[config.mk]
export PLATFORM = sky130hd
export DESIGN_NAME = ace_snoop_responder
export DESIGN_NICKNAME = d
export VERILOG_FILES = /design/src/rtl/ace_snoop_responder.sv
export SDC_FILE = /design/constraint.sdc
export NUM_CORES = 1
export LEC_CHECK = 0
export ABC_AREA = 1
export CAP_MARGIN = 20
export CORE_AREA = 3 3 110 112
export DETAILED_ROUTE_END_ITERATION = 8
export DIE_AREA = 0 0 113 115
export GPL_TIMING_DRIVEN = 0
export HOLD_SLACK_MARGIN = 0.15
export PLACE_DENSITY = 0.81
export SYNTH_ARGS = -nofsm -noshare
export SYNTH_HDL_FRONTEND = slang
export SYNTH_SLANG_ARGS = --single-unit
[constraint.sdc]
create_clock -name clk_i -period 9.97 [get_ports clk_i]
set_clock_uncertainty 0.1 [all_clocks]
set_input_delay 1.4955 -clock clk_i [delete_from_list [all_inputs] [get_ports clk_i]]
set_output_delay 1.4955 -clock clk_i [all_outputs]
set_load 0.05 [all_outputs]
[src/rtl/ace_snoop_responder.sv]
// ACE snoop-channel terminator: accepts AC snoops, looks the line up in the local cache, answers on CR,
// streams the line on CD when data transfer is required, then applies the state update.
// Optional statistics counters are enabled with `define ACE_SNOOP_RESP_STATS_EN.
module ace_snoop_responder #(
  parameter int AddrWidth = 64,
  parameter int DataWidth = 64,
  parameter int LineWidth = 512,
  parameter int CntWidth  = 32
) (
  input  logic                 clk_i,
  input  logic                 rst_i,
  input  logic                 ac_valid_i,
  output logic                 ac_ready_o,
  input  logic [AddrWidth-1:0] ac_addr_i,
  input  logic [3:0]           ac_snoop_i,
  input  logic [2:0]           ac_prot_i,
  output logic                 cr_valid_o,
  input  logic                 cr_ready_i,
  output logic [4:0]           cr_resp_o,
  output logic                 cd_valid_o,
  input  logic                 cd_ready_i,
  output logic [DataWidth-1:0] cd_data_o,
  output logic                 cd_last_o,
  output logic                 lkp_valid_o,
  input  logic                 lkp_ready_i,
  output logic [AddrWidth-1:0] lkp_addr_o,
  input  logic                 lkp_rsp_valid_i,
  input  logic                 lkp_hit_i,
  input  logic                 lkp_dirty_i,
  input  logic                 lkp_shared_i,
  input  logic                 data_valid_i,
  output logic                 data_ready_o,
  input  logic [DataWidth-1:0] data_i,
  output logic                 upd_valid_o,
  input  logic                 upd_ready_i,
  output logic [1:0]           upd_op_o
`ifdef ACE_SNOOP_RESP_STATS_EN
  ,
  output logic [CntWidth-1:0]  stat_hits_o,
  output logic [CntWidth-1:0]  stat_misses_o,
  output logic [CntWidth-1:0]  stat_dirty_o
`endif
);

  localparam int Beats = LineWidth / DataWidth;
  localparam int OffW  = $clog2(LineWidth / 8);
  localparam int BcW   = (Beats > 1) ? $clog2(Beats) : 1;

  typedef enum logic [2:0] {
    S_IDLE, S_LKP, S_WAIT, S_RESP, S_DATA, S_UPD
  } state_e;

  state_e                  r_state;
  logic [BcW-1:0]          r_beat;
  logic [AddrWidth-OffW-1:0] r_line;
  logic [3:0]              r_snoop;
  logic [4:0]              r_resp;
  logic [1:0]              r_op;
  logic                    w_ac_hs;
  logic                    w_cd_hs;
  logic                    w_in_data;
  logic                    w_unused;

  // Returns {op, resp}; resp bits are {WasUnique, IsShared, PassDirty, Error, DataTransfer}.
  function automatic logic [6:0] f_snoop(input logic [3:0] snp, input logic hit,
                                         input logic dirty, input logic shared);
    logic [4:0] resp;
    logic [1:0] op;
    resp = '0;
    op   = 2'd0;
    case (snp)
      4'b0000: if (hit) resp = {!shared, 1'b1, 1'b0, 1'b0, 1'b1};
      4'b0001, 4'b0010, 4'b0011: if (hit) begin
        resp = {!shared, 1'b1, dirty, 1'b0, 1'b1};
        op   = 2'd1;
      end
      4'b0111: if (hit) begin
        resp = {!shared, 1'b0, dirty, 1'b0, 1'b1};
        op   = 2'd3;
      end
      4'b1000: if (hit) begin
        resp = {!shared, 1'b1, dirty, 1'b0, dirty};
        op   = dirty ? 2'd2 : 2'd0;
      end
      4'b1001: if (hit) begin
        resp = {!shared, 1'b0, dirty, 1'b0, dirty};
        op   = 2'd3;
      end
      4'b1101: if (hit) begin
        resp = {!shared, 4'b0000};
        op   = 2'd3;
      end
      default: resp = 5'b00010;
    endcase
    return {op, resp};
  endfunction

  assign w_unused  = ^{ac_prot_i, ac_addr_i[OffW-1:0]};
  assign w_in_data = (r_state == S_DATA);
  assign w_ac_hs   = ac_valid_i && ac_ready_o;
  assign w_cd_hs   = w_in_data && data_valid_i && cd_ready_i;

  // Reset holds off new snoops so nothing is accepted while the block is being cleared.
  assign ac_ready_o   = (r_state == S_IDLE) && !rst_i;
  assign lkp_valid_o  = (r_state == S_LKP);
  assign lkp_addr_o   = lkp_valid_o ? {r_line, {OffW{1'b0}}} : '0;
  assign cr_valid_o   = (r_state == S_RESP);
  assign cr_resp_o    = cr_valid_o ? r_resp : '0;
  assign data_ready_o = w_in_data && cd_ready_i;
  assign cd_valid_o   = w_in_data && data_valid_i;
  assign cd_data_o    = w_in_data ? data_i : '0;
  assign cd_last_o    = w_in_data && (r_beat == BcW'(Beats - 1));
  assign upd_valid_o  = (r_state == S_UPD);
  assign upd_op_o     = upd_valid_o ? r_op : '0;

  always_ff @(posedge clk_i) begin
    if (rst_i) begin
      r_state <= S_IDLE;
      r_beat  <= '0;
    end else begin
      case (r_state)
        S_IDLE: if (w_ac_hs) r_state <= S_LKP;
        S_LKP:  if (lkp_ready_i) r_state <= S_WAIT;
        S_WAIT: if (lkp_rsp_valid_i) r_state <= S_RESP;
        S_RESP: if (cr_ready_i) begin
          if (r_resp[0])          r_state <= S_DATA;
          else if (r_op != 2'd0)  r_state <= S_UPD;
          else                    r_state <= S_IDLE;
        end
        S_DATA: if (w_cd_hs) begin
          if (r_beat == BcW'(Beats - 1)) begin
            r_beat  <= '0;
            r_state <= (r_op != 2'd0) ? S_UPD : S_IDLE;
          end else begin
            r_beat <= r_beat + 1'b1;
          end
        end
        S_UPD:  if (upd_ready_i) r_state <= S_IDLE;
        default: r_state <= S_IDLE;
      endcase
    end
  end

  // Snoop context and response are pure data: qualified by state, never reset.
  always_ff @(posedge clk_i) begin
    if (w_ac_hs) begin
      r_line  <= ac_addr_i[AddrWidth-1:OffW];
      r_snoop <= ac_snoop_i;
    end
    if ((r_state == S_WAIT) && lkp_rsp_valid_i) begin
      {r_op, r_resp} <= f_snoop(r_snoop, lkp_hit_i, lkp_dirty_i, lkp_shared_i);
    end
  end

`ifdef ACE_SNOOP_RESP_STATS_EN
  logic [CntWidth-1:0] r_hits;
  logic [CntWidth-1:0] r_misses;
  logic [CntWidth-1:0] r_dirty;

  function automatic logic [CntWidth-1:0] f_sat_inc(input logic [CntWidth-1:0] v);
    return (&v) ? v : v + 1'b1;
  endfunction

  always_ff @(posedge clk_i) begin
    if (rst_i) begin
      r_hits   <= '0;
      r_misses <= '0;
      r_dirty  <= '0;
    end else if ((r_state == S_WAIT) && lkp_rsp_valid_i) begin
      if (lkp_hit_i)                r_hits   <= f_sat_inc(r_hits);
      if (!lkp_hit_i)               r_misses <= f_sat_inc(r_misses);
      if (lkp_hit_i && lkp_dirty_i) r_dirty  <= f_sat_inc(r_dirty);
    end
  end

  assign stat_hits_o   = r_hits;
  assign stat_misses_o = r_misses;
  assign stat_dirty_o  = r_dirty;
`endif

endmodule

==> metrics <==
status complete, no violations; Setup Crit Path Kind in -> out; clk root buf clkbuf_16; Area Overhead vs Synth 85.9%; Worst-Margin Slew 0.784 ns; #FFs+latches synth 75; cell taking the most area after synthesis edfxtp_1; Chip Width 113 um; CTS tree yes; DRT iter0 DRCs 188; fmax 211 MHz; crit path DAT 3.15 ns; Worst path depth 4; Initial Util 34.0%; Final ANT Viol Nets 0; final WL 13200 um; VDD IR max 0.178 mV; Post-synth ARST share 0%; Worst-path clk slew 0.05 ns; Num CTS Buffers 9; HP Class reg -> reg; CTS resizes 0; WP buf/inv 3; DR vias 3890; GP Congestion 0.880; CTS Sinks 75; switch share 44.6%; maximum net fanout on the critical path 3; Post-Synthesis Cells 465; clock latency on the worst-skew pair 0.33 ns; vias in the first global route 3891; total die area 13000 um^2; critical path's largest stage delay 0.86 ns; Synth warnings 0; final hold slack 0.407 ns; DRC Markers 0; P_sw 717 uW; max-cap violations 0; CP Cell Sequence clkdlybuf4s50_1, inv_1, nor2_1, clkdlybuf4s50_1; combinational power share 53.4%; final count of hold timing violations 0; startpoint types input pin; Vias/cell 4.29; hold path depth 2; post-layout power 1.61 mW; I/O Buffers 273; internal power 890 uW; Yosys top cell area share 53.8%; core region area 11300 um^2; CP dominant cell by count clkdlybuf4s50_1; Worst EP required 8.37 ns; register share of total power 25.6%; count of final setup violators 0; dpl cells 891; row cnt 39; Worst Slack Setup Final 5.23 ns; Area after DPL 6850 um^2; clock power share 21.0%; final period utilization 47.6%; n_diodes 0; fraction of layout cells with a size suffix above 1 7.85%; first-pass GRT wire length 19500 um; RSZ-0062 raised after global routing no; htree depth 3; wire per inst 14.6 um; PD cells 225 nW/um^2; drt pass-1 iters 4; Period minus WS final 4.74 ns; synth unique cells 26; CP top delay family buffers and inverters; GRT Util Overall 19.5%; Post-CTS Hold Fix Bufs 0; Post-Route Setup TNS 0 ns; Clock Tree Buf Depth 2; EDFF count, synth 69; CP Capture Type output port; final net count 908; slowest CP cell clkdlybuf4s50_1; GRT Residual Overflow 0; post-CTS setup buffer count 0; Primary FF master, synth edfxtp_1; Finished Cell Area 7160 um^2; Worst slew margin 47.4%; Cell Area, Synth 3850 um^2; part of the Yosys area used for sequential elements 56.9%; Final Max Slew Viols 0; Post-synth top cells inv_1 (147), nor2_1 (147), edfxtp_1 (69), nand2_1 (23), buf_2 (11); initial antenna violation count 1; largest net degree at the start of global routing 15; DP Worst Slack 5.22 ns; ranking of synthesized cells by area edfxtp_1 (54%), inv_1 (14%), nor2_1 (14%), dfxtp_1 (3.1%), nand2_1 (2.2%); Static Leak 3.25 nW; FF-to-FF path depth 7; Avg Inst Size Synth 8.28 um^2; final core occ 63.2%; Die H 115 um; Final HPWL DP 11000 um; I/O pin total 289; fin cells 907
[cell families after synthesis]
family	count (synthesis)	share of synthesized area, %
AND/OR/NAND/NOR	204	22.7
buffers and inverters	171	17.8
flip-flops	75	56.9
AO/OA/AOI/OAI	12	1.79
adder cells (fa/ha/maj)	2	0.650
other	1	0.0974
[worst register-to-register path: cells and delay by family (launching register included)]
family	cells	cell delay (ns)
AND/OR/NAND/NOR	3	0.88
buffers and inverters	4	0.79
flip-flops	1	0.29
[placed cells by master, fill, tap and decap left out, types with 3 or more instances in the layout]
| master | netlist | routed |
|---|---|---|
| inv_1 | 147 | 147 |
| clkbuf_16 | 0 | 9 |
| conb_1 | 1 | 6 |
| edfxtp_1 | 69 | 69 |
| inv_2 | 4 | 4 |
| nor2_4 | 4 | 4 |
| nor2_1 | 147 | 147 |
| nand2_1 | 23 | 23 |
| buf_6 | 0 | 4 |
| buf_4 | 8 | 8 |
| dfxtp_1 | 6 | 6 |
| nand3_1 | 9 | 9 |
| nand2_2 | 4 | 4 |
| buf_2 | 11 | 11 |
| a21oi_1 | 6 | 6 |
| nand3_2 | 3 | 3 |
| nor2_2 | 6 | 6 |
| nand4_1 | 3 | 3 |
| clkdlybuf4s50_1 | 0 | 273 |
[power by group through the flow]
stage                     Sequential (mW)  Clock, mW  Combinational (mW)
after global placement              0.422          0               0.839
after detailed placement            0.418          0               0.859
after CTS                           0.411      0.345               0.863
final                               0.411      0.338               0.858
after global routing                0.415      0.356               0.906
after floorplan                     0.418          0               0.549
[sequential cells by signal, indices dropped and copies added, names as in the netlist]
signal   count
r_beat       3
r_line      58
r_op         2
r_resp       5
r_snoop      4
r_state      3
[layout make-up]
class	instances	area [um^2]
fillers	909	4170
repair buffers	278	2790
flip-flops and latches	75	2190
multi-input cells	224	996
inverters	151	567
clock buffers	11	233
well taps	143	179
plain buffers	20	119
clock inverters	5	77.6
[routing by layer]
layer | track usage, % | share of wire (%)
met5 | 0 | 0.091
met4 | 7.61 | 2.2
met3 | 6.89 | 10
met2 | 37.8 | 54
met1 | 18.8 | 34
[worst paths after layout]
check / startpoint / endpoint / slack [ns]
worst min-delay path: r_beat[2] / r_beat[2] / 0.41
worst min register to register: r_beat[2] / r_beat[2] / 0.41
worst max register to register: r_state[0] / r_line[43] / 7.60
worst max-delay path: data_valid_i / cd_valid_o / 5.23
Note: power is estimated with default switching activity, not from simulation.
